`src/rtl/cpu_mailbox_pkg.sv`:
```
// Shared types and mailbox layout for the CPU run controller.
package cpu_mailbox_pkg;

  typedef enum logic [2:0] {
    StIdle,
    StLoad,
    StRelease,
    StRun,
    StDone,
    StTimeout
  } mboxStateT;

  // Byte offsets of the mailbox words relative to the mailbox base.
  localparam logic [31:0] OFF_START = 32'h0000_0000;
  localparam logic [31:0] OFF_END   = 32'h0000_0004;
  localparam logic [31:0] OFF_NODE  = 32'h0000_0008;
  localparam logic [31:0] OFF_DONE  = 32'h0000_000C;

  localparam logic [31:0] MBOX_BASE_DFLT = 32'h0200_0000;

endpackage

```
`src/rtl/run_watchdog.sv`:
```
// Run-state cycle budget: counts while enabled, flags the last permitted cycle.
module run_watchdog #(
  parameter int unsigned TIMEOUT_CYCLES = 100000
) (
  input  logic clk,
  input  logic reset,
  input  logic clear,
  input  logic enable,
  output logic terminal
);

  localparam int unsigned CntW = $clog2(TIMEOUT_CYCLES);
  localparam logic [CntW-1:0] LastCnt = CntW'(TIMEOUT_CYCLES - 1);

  logic [CntW-1:0] cntQ;

  // Counter restarts from zero whenever the run is not active.
  always_ff @(posedge clk or posedge reset) begin
    if (reset) begin
      cntQ <= '0;
    end else if (clear) begin
      cntQ <= '0;
    end else if (enable && !terminal) begin
      cntQ <= cntQ + 1'b1;
    end
  end

  assign terminal = enable && (cntQ == LastCnt);

endmodule

```
`src/rtl/cpu_mailbox_ctrl.sv`:
```
// Sequences a CPU run: preload mailbox, release reset, snoop node/done writes.
module cpu_mailbox_ctrl
  import cpu_mailbox_pkg::*;
#(
  parameter logic [31:0] MBOX_BASE      = MBOX_BASE_DFLT,
  parameter int unsigned MAX_NODES      = 32,
  parameter int unsigned TIMEOUT_CYCLES = 100000
) (
  input  logic        clk,
  input  logic        reset,
  input  logic        start,
  input  logic [4:0]  start_point,
  input  logic [4:0]  end_point,
  output logic        cpu_reset,
  output logic        Ext_MemWrite,
  output logic [31:0] Ext_WriteData,
  output logic [31:0] Ext_DataAdr,
  input  logic        MemWrite,
  input  logic [31:0] WriteData,
  input  logic [31:0] DataAdr,
  output logic        busy,
  output logic        done,
  output logic        timeout,
  output logic        node_valid,
  output logic [4:0]  node_data,
  output logic [5:0]  node_count,
  output logic        node_ovf
);

  localparam logic [5:0] MaxCount = 6'(MAX_NODES);

  mboxStateT   stateQ, stateD;
  logic [1:0]  loadIdxQ;
  logic [4:0]  startPointQ, endPointQ;
  logic [5:0]  nodeCountQ;
  logic        nodeOvfQ, nodeValidQ;
  logic [4:0]  nodeDataQ;
  logic        wdTerminal;
  logic        startAcc, nodeHit, doneHit, inRun;

  assign inRun    = (stateQ == StRun);
  assign startAcc = start &&
                    ((stateQ == StIdle) || (stateQ == StDone) || (stateQ == StTimeout));
  assign nodeHit  = inRun && MemWrite && (DataAdr == MBOX_BASE + OFF_NODE);
  assign doneHit  = inRun && MemWrite && (DataAdr == MBOX_BASE + OFF_DONE) &&
                    (WriteData == 32'd1);

  run_watchdog #(
    .TIMEOUT_CYCLES(TIMEOUT_CYCLES)
  ) u_run_watchdog (
    .clk     (clk),
    .reset   (reset),
    .clear   (!inRun),
    .enable  (inRun),
    .terminal(wdTerminal)
  );

  // Next-state: completion beats the watchdog when both land on the same edge.
  always_comb begin
    stateD = stateQ;
    unique case (stateQ)
      StIdle, StDone, StTimeout: if (start) stateD = StLoad;
      StLoad:                    if (loadIdxQ == 2'd3) stateD = StRelease;
      StRelease:                 stateD = StRun;
      StRun: begin
        if (doneHit) begin
          stateD = StDone;
        end else if (wdTerminal) begin
          stateD = StTimeout;
        end
      end
      default:                   stateD = StIdle;
    endcase
  end

  // Outputs decoded purely from registered state.
  always_comb begin
    cpu_reset     = 1'b1;
    Ext_MemWrite  = 1'b0;
    Ext_WriteData = '0;
    Ext_DataAdr   = '0;
    busy          = 1'b0;
    done          = 1'b0;
    timeout       = 1'b0;
    unique case (stateQ)
      StLoad: begin
        busy         = 1'b1;
        Ext_MemWrite = 1'b1;
        Ext_DataAdr  = MBOX_BASE + {28'b0, loadIdxQ, 2'b00};
        if (loadIdxQ == 2'd0) begin
          Ext_WriteData = {27'b0, startPointQ};
        end else if (loadIdxQ == 2'd1) begin
          Ext_WriteData = {27'b0, endPointQ};
        end
      end
      StRelease: busy = 1'b1;
      StRun: begin
        busy      = 1'b1;
        cpu_reset = 1'b0;
      end
      StDone:    done = 1'b1;
      StTimeout: timeout = 1'b1;
      default: ;
    endcase
  end

  // State, preload index and latched points.
  always_ff @(posedge clk or posedge reset) begin
    if (reset) begin
      stateQ      <= StIdle;
      loadIdxQ    <= '0;
      startPointQ <= '0;
      endPointQ   <= '0;
    end else begin
      stateQ <= stateD;
      if (startAcc) begin
        loadIdxQ    <= '0;
        startPointQ <= start_point;
        endPointQ   <= end_point;
      end else if (stateQ == StLoad) begin
        loadIdxQ <= loadIdxQ + 2'd1;
      end
    end
  end

  // Node event stream; overflowing nodes still pulse but leave the count saturated.
  always_ff @(posedge clk or posedge reset) begin
    if (reset) begin
      nodeValidQ <= 1'b0;
      nodeDataQ  <= '0;
      nodeCountQ <= '0;
      nodeOvfQ   <= 1'b0;
    end else begin
      nodeValidQ <= nodeHit;
      if (nodeHit) begin
        nodeDataQ <= WriteData[4:0];
      end
      if (startAcc) begin
        nodeCountQ <= '0;
        nodeOvfQ   <= 1'b0;
      end else if (nodeHit) begin
        if (nodeCountQ < MaxCount) begin
          nodeCountQ <= nodeCountQ + 6'd1;
        end else begin
          nodeOvfQ <= 1'b1;
        end
      end
    end
  end

  assign node_valid = nodeValidQ;
  assign node_data  = nodeDataQ;
  assign node_count = nodeCountQ;
  assign node_ovf   = nodeOvfQ;

endmodule

```
`config.mk`:
```
export PLATFORM = sky130hd
export DESIGN_NAME = cpu_mailbox_ctrl
export DESIGN_NICKNAME = d
export VERILOG_FILES = /design/src/rtl/cpu_mailbox_pkg.sv /design/src/rtl/run_watchdog.sv /design/src/rtl/cpu_mailbox_ctrl.sv
export SDC_FILE = /design/constraint.sdc
export NUM_CORES = 1
export LEC_CHECK = 0
export ABC_AREA = 1
export CAP_MARGIN = 15
export CORE_MARGIN = 8
export CORE_UTILIZATION = 30
export CTS_CLUSTER_SIZE = 24
export DETAILED_ROUTE_END_ITERATION = 6
export SYNTH_ARGS = -nofsm -noshare
export SYNTH_HDL_FRONTEND = slang
export SYNTH_SLANG_ARGS = --single-unit
```
`constraint.sdc`:
```
create_clock -name clk -period 1.76 [get_ports clk]
set_clock_uncertainty 0.05 [all_clocks]
set_input_delay 0.352 -clock clk [delete_from_list [all_inputs] [get_ports clk]]
set_output_delay 0.352 -clock clk [all_outputs]
set_load 0.01 [all_outputs]
```
==> reports/metrics.csv, run 1 <==
stage;metric;value;unit
setup_path;worst stage delay on the critical path;0.40;ns
synth;FF+latch count, synth;45;
placed_design;Port-buffer cells;103;
clock_network;clk root buf;clkbuf_8;
status;failing checks;negative setup slack;
clock_network;clock-pin slew on the worst setup and hold paths;0.09;ns
clock_network;CTS H-tree lvls;2;
die;die area;13680;um2
worst_hold_path;worst hold path type;in -> async;
timing;Max Clock Freq;526.2;MHz
drt;Post-route DRC;0;
synth;Synth area leaders;dfrtp_1, buf_4, nand2_1, nor2_1, inv_1;
synth;top cell type's share of synthesized area;0.3681;
timing;post-layout minimum cycle time;1.900;ns
drt;via/cell ratio;4.219;
timing;RSZ-0062 raised after global routing;true;
synth;mapped cell area;3059;um2
job;Max-cap violations;0;
final_layout;share of cells above drive strength 1;0.1885;
timing;Slew Viols, Final;0;
clock_network;clock latency on the worst-skew pair;0.30;ns
die;core area;10090;um2
setup_path;critical path's slowest cell;dfrtp_1;
drt;drt first pass iters;4;
placed_design;Post-DP Area;4270;um2
die;Chip Width;117.0;um
placed_design;DP HPWL;7277;um
setup_path;CP bufs+invs;3;
timing;Final Hold Fails;0;
synth;Post-synth EDFFs;0;
setup_path;Cell Chain, Critical Path;buf_6, ha_4, inv_2, nor2_4, nand2_1, a21oi_2, buf_2;
global_routing;first-pass GRT wire length;14190;um
clock_network;CTS Sinks;45;
die;Rows;37;
die;Die H;117.0;um
global_routing;initial antenna violation count;0;
timing;post-route setup slack;-0.1405;ns
drt;DR WL/cell;12.93;um
drt;Routed Antenna Nets;0;
synth;syn_area_per_cell;7.164;um2
synth;ys flop type;dfrtp_1;
power;Lkg Pwr;0.002230;uW
power;Peak VDD IR;0.5731;mV
timing;worst hold margin;0.3496;ns
setup_path;Worst setup EP type;primary output;
timing;# setup viols final;12;
status;status;finished, violations left;
final_layout;diode count;0;
global_routing;grt ovf;0;
synth;cells after synthesis;427;
synth;FFs w/ async S/R, synth;1.000;
synth;yosys warns;0;
setup_path;cell family with most CP delay;flip-flops;
setup_path;Critical Path RT;1.36;ns
die;Initial Util;0.3031;
clock_network;number of CTS-inserted buffers;5;
final_layout;fin area;4649;um2
placed_design;gpl congestion;0.8347;
power;pwr dens;925.6;nW/um2
setup_path;CP Max Fanout;5;
synth;register area share after synthesis;0.3681;
die;top-level port count;160;
drt;DR iter-0 viols;86;
global_routing;GRT Util Overall;0.1323;
power;Final Power;4304;uW
synth;Distinct cells, synth;29;
global_routing;vias in the first global route;2988;
global_routing;pin count of the biggest net entering global routing;46;
synth;cell taking the most area after synthesis;dfrtp_1;
timing;TNS Setup;-0.8590;ns
final_layout;Area growth, synth to finish;51.98;%
timing;Final period util;1.080;
clock_network;CTS tree;built;
final_layout;Final nets;655;
drt;total wire length;9167;um
clock_network;Longest Clk Path Bufs;2;
setup_path;arrival time worst endpoint;1.50;ns
setup_path;CP Launch Type;register;
setup_path;Crit Path Category;reg -> out;
drt;vias after detailed routing;2991;
## metal layers
metal | GRT usage | share of wire | vias up
li1 | - | - | 1542
met1 | 0.1525 | 0.41 | 1371
met2 | 0.2417 | 0.53 | 67
met3 | 0.02976 | 0.050 | 11
met4 | 0.03242 | 0.014 | 0
met5 | 0 | 0 | -
## cell families after synthesis
family          synth area share
compound gates           0.06462
xor+xnor                 0.01718
fa+ha+maj                0.02045
buf+inv                   0.2016
flops                     0.3681
other cells             0.001226
simple gates              0.3268
## cell usage in the layout, fill, tap and decap left out, types with 3 or more instances in the layout
cell type        synthesis  final
clkbuf_2                 0      4
dfrtp_1                 45     43
nor3_1                   8      7
nor4_1                   9      7
nor2_4                   2      6
a21oi_1                 17     13
o21ai_0                 13     12
xor2_1                   6      6
conb_1                   1     56
clkbuf_8                 0      7
ha_1                     5      3
inv_2                    1      7
buf_4                   57     29
nor2_2                   0      3
nand3_1                 19     16
buf_6                    1     15
nand2_1                106    103
buf_2                    4      5
inv_4                    0      3
buf_12                   0      3
nand3_2                  0      3
inv_1                   39     29
nor2_1                  68     61
a21oi_2                  0      4
clkdlybuf4s50_1          0     88
nand4_1                 12     12
## per-stage QoR
step                      cells  worst slack, ns  utilization
after floorplan             482           0.1825            -
after detailed placement    688          -0.3129       0.4231
after CTS                   699          -0.1475       0.4390
after global routing        709          -0.2315       0.4607
after global placement      688          -0.2763       0.4231
final                       709          -0.1405       0.4607
## path summary, 6_finish.rpt
kind                                           from                                   to  slack (ns)  cells past startpoint
max                         loadIdxQ[0]$_DFFE_PP0P_                     Ext_WriteData[1]       -0.14                      7
min                                           reset  u_run_watchdog.cntQ[13]$_DFFE_PP0P_        0.35                      3
max reg2reg                   stateQ[2]$_DFFE_PP0P_                 node_ovf$_DFFE_PP0P_       -0.03                     11
min reg2reg                endPointQ[3]$_DFFE_PP0N_             endPointQ[3]$_DFFE_PP0N_        0.44                      2
max in group asynchronous                     reset            node_count[3]$_DFFE_PP0P_        1.09                      3
min in group clk                       WriteData[0]             node_data[0]$_DFFE_PP0P_        0.42                      4
## layout make-up
cell class,instances,area [um2]
Inverter,40,162.7
Fill cell,1027,5443
Clock inverter,1,8.758
Multi-Input combinational cell,333,1670
Sequential cell,45,1129
Clock buffer,7,96.34
Timing Repair Buffer,147,1413
Tap cell,136,170.2
## worst reg2reg max path: cells and delay by family, from the launching register on
kind | cells | cell delay [ns]
flops | 1 | 0.40
buf+inv | 4 | 0.45
simple gates | 6 | 0.74
compound gates | 1 | 0.11
## registers in the layout (all words and copies together), names as in the netlist, 2 cells and up
| register | count |
|---|---|
| endPointQ | 5 |
| loadIdxQ | 2 |
| node_count | 6 |
| node_data | 5 |
| startPointQ | 5 |
| stateQ | 3 |
| u_run_watchdog.cntQ | 17 |
## where the power goes
group / internal [uW] / switching, uW
sequential: 1210 / 112
combinational: 1110 / 1150
clock: 363 / 361
total: 2680 / 1620
## what timing repair did
action,CTS,global route
hold buffers,0,0
cloned,1,0
pin swaps,3,19
endpoints found under the setup margin,14,36
resized for setup,66,53
setup buffers,3,10
## synthesized netlist by cell type, types with 4 or more instances
master   count
dfrtp_1     45
nand4_1     12
nor2_1      68
ha_1         5
buf_2        4
inv_1       39
xor2_1       6
buf_4       57
nand2_1    106
a21oi_1     17
nand3_1     19
nor3_1       8
o21ai_0     13
nor4_1       9
Note: power is estimated with default switching activity, not from simulation.
==> inputs of run 2 (changes only) <==
ABC_CLOCK_PERIOD_IN_PS = 1950   (was not set)
CORE_UTILIZATION = 40   (was 30)
PLACE_DENSITY = 0.81   (was not set)
clock period = 1.95 ns   (was 1.76 ns; I/O delays follow)
==> run 2 against run 1 <==
Compared with the run above: the run still ends with negative setup slack left; largest cell class unchanged; highest routed layer unchanged; first-iteration DRC count rose by 80%; via count fell by 0.94%; critical path type unchanged; largest power group unchanged; wire length is 4.3% lower; non-clock buffer count shrank 18; register-to-register slack improved by 0.19 ns.
==> reports/metrics.csv, run 2 (same netlist as run 1, synthesis figures left out) <==
stage;metric;value;unit;change
status;failing checks;negative setup slack;;
timing;post-route setup slack;-0.001430;ns;+0.1391 ns
final_layout;Area growth, synth to finish;41.15;%;
timing;post-layout minimum cycle time;1.951;ns;
final_layout;fillers;702;;-32%
setup_path;worst r2r dst;u_run_watchdog.cntQ[12]$_DFFE_PP0P_;;
final_layout;area of the multi-input gates;1597;um2;-4.4%
setup_path;reg2reg setup slack;0.16;ns;+0.19 ns
status;status;finished, violations left;;
final_layout;fin cells;659;;-7.1%
setup_path;arrival time worst endpoint;1.51;ns;about the same
power;Flop pwr share;0.347;;+0.039
final_layout;fin area;4318;um2;-7.1%
global_routing;grt ovf;0;;unchanged
drt;vias after detailed routing;2963;;-0.94%
final_layout;commonest non-fill, non-tap cell in the layout;nand2_1;;
power;Sw Ratio;0.3939;;+0.01666
power;Switch Pwr;1371;uW;-16%
final_layout;commonest non-fill, non-tap cells in the layout;nand2_1, clkdlybuf4s50_1, nor2_1;;
setup_path;Crit Path Category;reg -> out;;
clock_network;clock-pin slew on the worst setup and hold paths;0.09;ns;about the same
setup_path;CP Launch Type;register;;
setup_path;Critical Path RT;1.51;ns;+0.15 ns
timing;Final period util;1.001;;
power;Final Power;3481;uW;-19%
final_layout;Final nets;639;;-2.4%
timing;Slew Viols, Final;0;;unchanged
die;Rows;32;;-14%
placed_design;Port-buffer cells;103;;unchanged
die;Initial Util;0.4043;;+0.1011
global_routing;first-pass GRT wire length;13770;um;-3.0%
drt;Post-route DRC;0;;unchanged
power;Peak VDD IR;0.5178;mV;-9.6%
clock_network;Longest Clk Path Bufs;2;;unchanged
setup_path;CP Max Fanout;3;;-2
drt;met3 WL;471;um;+2.2%
worst_hold_path;worst hold path type;in -> async;;
timing;TNS Setup;-0.001430;ns;+0.8575 ns
global_routing;vias in the first global route;2928;;-2.0%
setup_path;worst reg2reg startpoint;u_run_watchdog.cntQ[1]$_DFFE_PP0P_;;
drt;drt first pass iters;4;;unchanged
clock_network;CTS tree;built;;
drt;via/cell ratio;4.496;;+6.6%
global_routing;GRT Util Overall;0.1619;;+0.02961
die;Die H;103.5;um;-12%
final_layout;Largest Register;u_run_watchdog.cntQ;;
clock_network;CTS H-tree lvls;2;;unchanged
final_layout;diode count;0;;unchanged
placed_design;Post-DP Area;4143;um2;-3.0%
job;Max-cap violations;0;;unchanged
clock_network;clk root buf;clkbuf_8;;
setup_path;R2R cell count;7;;-4
die;Chip Width;103.5;um;-12%
drt;DR iter-0 viols;155;;+80%
power;internal power;2110;uW;-21%
timing;Max Clock Freq;512.4;MHz;
drt;Routed Antenna Nets;0;;unchanged
drt;Top Layer Used;met4;;
power;Lkg Pwr;0.002063;uW;-7.5%
power;pwr dens;806.1;nW/um2;-13%
global_routing;initial antenna violation count;0;;unchanged
global_routing;pin count of the biggest net entering global routing;30;;-35%
placed_design;DP HPWL;7054;um;-3.1%
clock_network;number of CTS-inserted buffers;5;;unchanged
die;die area;10700;um2;-22%
clock_network;clock latency on the worst-skew pair;0.30;ns;about the same
drt;total wire length;8775;um;-4.3%
timing;RSZ-0062 raised after global routing;true;;
placed_design;dpl cells;646;;-6.1%
power;combinational share of power;0.473;;-0.051
setup_path;Worst setup EP type;primary output;;
timing;Final Hold Fails;0;;unchanged
die;top-level port count;160;;unchanged
drt;met2 wire len;4682;um;-3.5%
drt;DR WL/cell;13.32;um;+3.0%
drt;M1 WL;3559;um;-4.5%
final_layout;register area;1126;um2;-0.22%
placed_design;gpl congestion;0.9024;;+8.1%
final_layout;share of cells above drive strength 1;0.1257;;-0.06281
clock_network;CTS Sinks;45;;unchanged
power;Clk pwr share;0.180;;+0.012
die;core area;7567;um2;-25%
timing;# setup viols final;1;;-11
final_layout;Largest register FFs;17;;unchanged
==> run 2: cell count changes in the layout (fill, tap and decap cells not counted), moves of 3 or more <==
cell | previous run | this run
dlygate4sd2_1 | 0 | 4
clkinvlp_4 | 0 | 4
buf_4 | 29 | 22
nor2_1 | 61 | 65
buf_6 | 15 | 3
inv_4 | 3 | 0
inv_1 | 29 | 34
==> run 2: worst max-delay path: stages, from the launching register on <==
cell     delay, ns
dfrtp_1       0.40
inv_2         0.11
ha_4          0.14
inv_2         0.04
nor2_4        0.10
buf_6         0.11
nand2_2       0.04
a21oi_2       0.13
buf_2         0.14
==> run 2: final cells by class <==
cell class,count,share of cell area
inverter,40,0.03564
clock inverter,2,0.003767
tap,102,0.02956
sequential,45,0.2608
timing repair inverter,2,0.003477
timing repair buffer,129,0.2779
clock buffer,6,0.01912
multi-input combinational,333,0.3697
==> run 2: metrics by stage <==
| step | worst slack (ns) | util | hold slack (ns) |
|---|---|---|---|
| floorplan | 0.3345 | - | 0.3917 |
| global placement | -0.1342 | 0.5475 | 0.4072 |
| detailed placement | -0.1492 | 0.5475 | 0.4094 |
| CTS | -0.07457 | 0.5642 | 0.3535 |
| global route | -0.09817 | 0.5706 | 0.3717 |
| finish | -0.001430 | 0.5706 | 0.3441 |
==> run 2: worst max-delay path by stage <==
stage,startpoint,endpoint,cells past startpoint
final,loadIdxQ[1]$_DFFE_PP0P_,Ext_WriteData[2],8
after global routing,loadIdxQ[1]$_DFFE_PP0P_,Ext_WriteData[4],8
after detailed placement,loadIdxQ[0]$_DFFE_PP0P_,Ext_WriteData[1],7
after CTS,loadIdxQ[0]$_DFFE_PP0P_,Ext_WriteData[0],9
after global placement,loadIdxQ[0]$_DFFE_PP0P_,Ext_WriteData[4],7
after floorplan,loadIdxQ[0]$_DFFE_PP0P_,Ext_WriteData[0],5
==> run 2: per-layer routing <==
metal | global-route usage | up-vias
li1 | - | 1506
met1 | 0.1963 | 1373
met2 | 0.2865 | 79
met3 | 0.03146 | 5
met4 | 0.03893 | 0
met5 | 0 | -
==> run 2: power by group through the flow <==
stage	Combinational, uW	Sequential (uW)	Clock, uW
6_report	1650	1210	627
3_3_place_gp	1470	1200	0
4_1_cts	1560	1200	646
2_1_floorplan	882	1190	0
5_1_grt	1830	1220	688
3_5_place_dp	1500	1200	0
==> run 2: what timing repair did <==
action,CTS,global route
pin swaps,3,5
gates cloned,0,2
endpoints found under the setup margin,13,19
hold endpoints to repair,0,0
hold buffers,0,0
gates resized for setup,42,22
buffers inserted,3,1
==> inputs of run 3 (changes only) <==
REMOVE_ABC_BUFFERS = 1   (was not set)
==> run 3 against run 2 <==
Compared with the run above: the flow still finishes with violations (negative setup slack); clock power grew 14%; critical path depth grew 1; hold slack gained 0.031 ns; via count grew 1.4%; cell area grew 1.3%; largest cell class unchanged; critical endpoint is now Ext_WriteData[1]; critical path type unchanged; first-iteration DRC count grew 16%.
==> reports/metrics.csv, run 3 (same netlist as run 1, synthesis figures left out) <==
stage;metric;value;unit;change
setup_path;CP Max Fanout;3;;unchanged
global_routing;pin count of the biggest net entering global routing;46;;+53%
drt;Routed Antenna Nets;0;;unchanged
clock_network;clock-pin slew on the worst setup and hold paths;0.09;ns;about the same
timing;Final period util;1.051;;+0.05003
drt;Post-route DRC;0;;unchanged
timing;# setup viols final;4;;+3
final_layout;fillers;679;;-3.3%
power;Final Power;3628;uW;+4.2%
timing;Slew Viols, Final;0;;unchanged
setup_path;Cell Chain, Critical Path;inv_2, ha_4, inv_2, nor2_4, buf_6, buf_6, nand2_2, a21oi_2, buf_2;;
placed_design;gpl congestion;0.9314;;+3.2%
clock_network;Longest Clk Path Bufs;2;;unchanged
global_routing;initial antenna violation count;0;;unchanged
die;Chip Width;103.5;um;unchanged
power;pwr dens;829.6;nW/um2;+2.9%
setup_path;arrival time worst endpoint;1.61;ns;+0.10 ns
setup_path;R2R cell count;8;;+1
final_layout;Final nets;639;;unchanged
drt;DR iter-0 viols;180;;+16%
power;Peak VDD IR;0.5601;mV;+8.2%
global_routing;GRT Util Overall;0.1627;;+0.0008052
clock_network;clk root buf;clkbuf_8;;
global_routing;grt ovf;0;;unchanged
timing;Final Hold Fails;0;;unchanged
clock_network;CTS tree;built;;
setup_path;Critical Path RT;1.51;ns;about the same
status;failing checks;negative setup slack;;
power;Lkg Pwr;0.002085;uW;+1.1%
final_layout;fin cells;658;;-0.15%
timing;RSZ-0062 raised after global routing;true;;
die;top-level port count;160;;unchanged
setup_path;Worst setup EP type;primary output;;
setup_path;reg2reg setup slack;0.13;ns;-0.03 ns
placed_design;Port-buffer cells;103;;unchanged
setup_path;worst r2r dst;loadIdxQ[1]$_DFFE_PP0P_;;
final_layout;Area growth, synth to finish;42.94;%;
global_routing;vias in the first global route;3048;;+4.1%
drt;drt first pass iters;5;;+1
final_layout;Largest Register;u_run_watchdog.cntQ;;
die;Rows;32;;unchanged
global_routing;first-pass GRT wire length;13740;um;-0.15%
setup_path;worst reg2reg startpoint;stateQ[2]$_DFFE_PP0P_;;
clock_network;cts hold-fix bufs;0;;unchanged
placed_design;DP HPWL;7108;um;+0.76%
clock_network;number of CTS-inserted buffers;5;;unchanged
clock_network;CTS Sinks;45;;unchanged
setup_path;Crit Path Category;reg -> out;;
job;Max-cap violations;0;;unchanged
timing;post-layout minimum cycle time;2.049;ns;+0.09755 ns
final_layout;commonest non-fill, non-tap cells in the layout;nand2_1, clkdlybuf4s50_1, nor2_1;;
setup_path;worst stage delay on the critical path;0.41;ns;about the same
status;status;finished, violations left;;
die;Die H;103.5;um;unchanged
placed_design;Placement Setup Slack;-0.1786;ns;-0.02941 ns
die;Initial Util;0.4043;;unchanged
drt;total wire length;8864;um;+1.0%
die;die area;10700;um2;unchanged
worst_hold_path;worst hold path type;in -> async;;
final_layout;Largest register FFs;17;;unchanged
timing;post-route setup slack;-0.09898;ns;-0.09755 ns
final_layout;commonest non-fill, non-tap cell in the layout;nand2_1;;
clock_network;CTS H-tree lvls;2;;unchanged
drt;vias after detailed routing;3004;;+1.4%
drt;DR WL/cell;13.47;um;+1.2%
setup_path;CP Launch Type;register;;
die;core area;7567;um2;unchanged
drt;via/cell ratio;4.565;;+1.5%
final_layout;diode count;0;;unchanged
placed_design;dpl cells;643;;-0.46%
setup_path;critical path's slowest cell;dfrtp_1;;
final_layout;share of cells above drive strength 1;0.1187;;-0.006968
timing;Max Clock Freq;488.0;MHz;-4.8%
clock_network;clock latency on the worst-skew pair;0.30;ns;about the same
[run 3: area by class of cell]
class | count | area [um2] | share of cell area
Multi-Input combinational cell | 333 | 1612 | 0.3685
Tap cell | 102 | 127.6 | 0.02918
Clock inverter | 2 | 38.79 | 0.008870
Clock buffer | 5 | 68.82 | 0.01574
Timing Repair inverter | 1 | 7.507 | 0.001717
Timing Repair Buffer | 130 | 1239 | 0.2833
Inverter | 40 | 153.9 | 0.03519
Sequential cell | 45 | 1126 | 0.2575
[run 3: what timing repair did]
item	CTS	global route
endpoints found under the setup margin	14	35
buffers inserted	3	4
resized for setup	34	26
pin swaps	1	5
gates cloned	0	1
[run 3: how the worst max path moves through the flow]
stage                             from                        end  slack, ns
5_1_grt        loadIdxQ[1]$_DFFE_PP0P_           Ext_WriteData[0]      -0.19
3_5_place_dp   loadIdxQ[0]$_DFFE_PP0P_           Ext_WriteData[4]      -0.18
3_3_place_gp   loadIdxQ[0]$_DFFE_PP0P_           Ext_WriteData[4]      -0.13
2_1_floorplan    stateQ[2]$_DFFE_PP0P_  node_count[2]$_DFFE_PP0P_       0.08
4_1_cts        loadIdxQ[1]$_DFFE_PP0P_           Ext_WriteData[1]      -0.13
6_report       loadIdxQ[1]$_DFFE_PP0P_           Ext_WriteData[1]       -0.1
[run 3: where the power goes]
group | internal [uW] | switching [uW]
Combinational | 778 | 943
Clock | 380 | 334
Sequential | 1090 | 99.0
[run 3: per-layer routing]
metal / routed length [um] / global-route usage / part of all wire
met4: 87 / 0.03782 / 0.0098
met1: 3471 / 0.1831 / 0.39
met2: 4790 / 0.3013 / 0.54
met5: 0 / 0 / 0
met3: 516 / 0.03748 / 0.058
[run 3: metrics by stage]
| step | utilization | instance area [um2] | hold slack (ns) | TNS [ns] |
|---|---|---|---|---|
| after global placement | 0.5478 | 4145 | 0.4075 | -0.9497 |
| final | 0.5779 | 4373 | 0.3755 | -0.2385 |
| after floorplan | - | 2799 | 0.3917 | 0 |
| after CTS | 0.5618 | 4252 | 0.3862 | -0.3320 |
| after global routing | 0.5779 | 4373 | 0.4005 | -0.6934 |
| after detailed placement | 0.5478 | 4145 | 0.4086 | -1.874 |
[run 3: critical path, delay by kind of cell, from the launching register on]
family / cells / cell delay, ns
buffers and inverters: 5 / 0.50
AOI/OAI and AO/OA: 1 / 0.12
and+or+nand+nor: 2 / 0.13
DFF: 1 / 0.41
adders and majority gates: 1 / 0.14
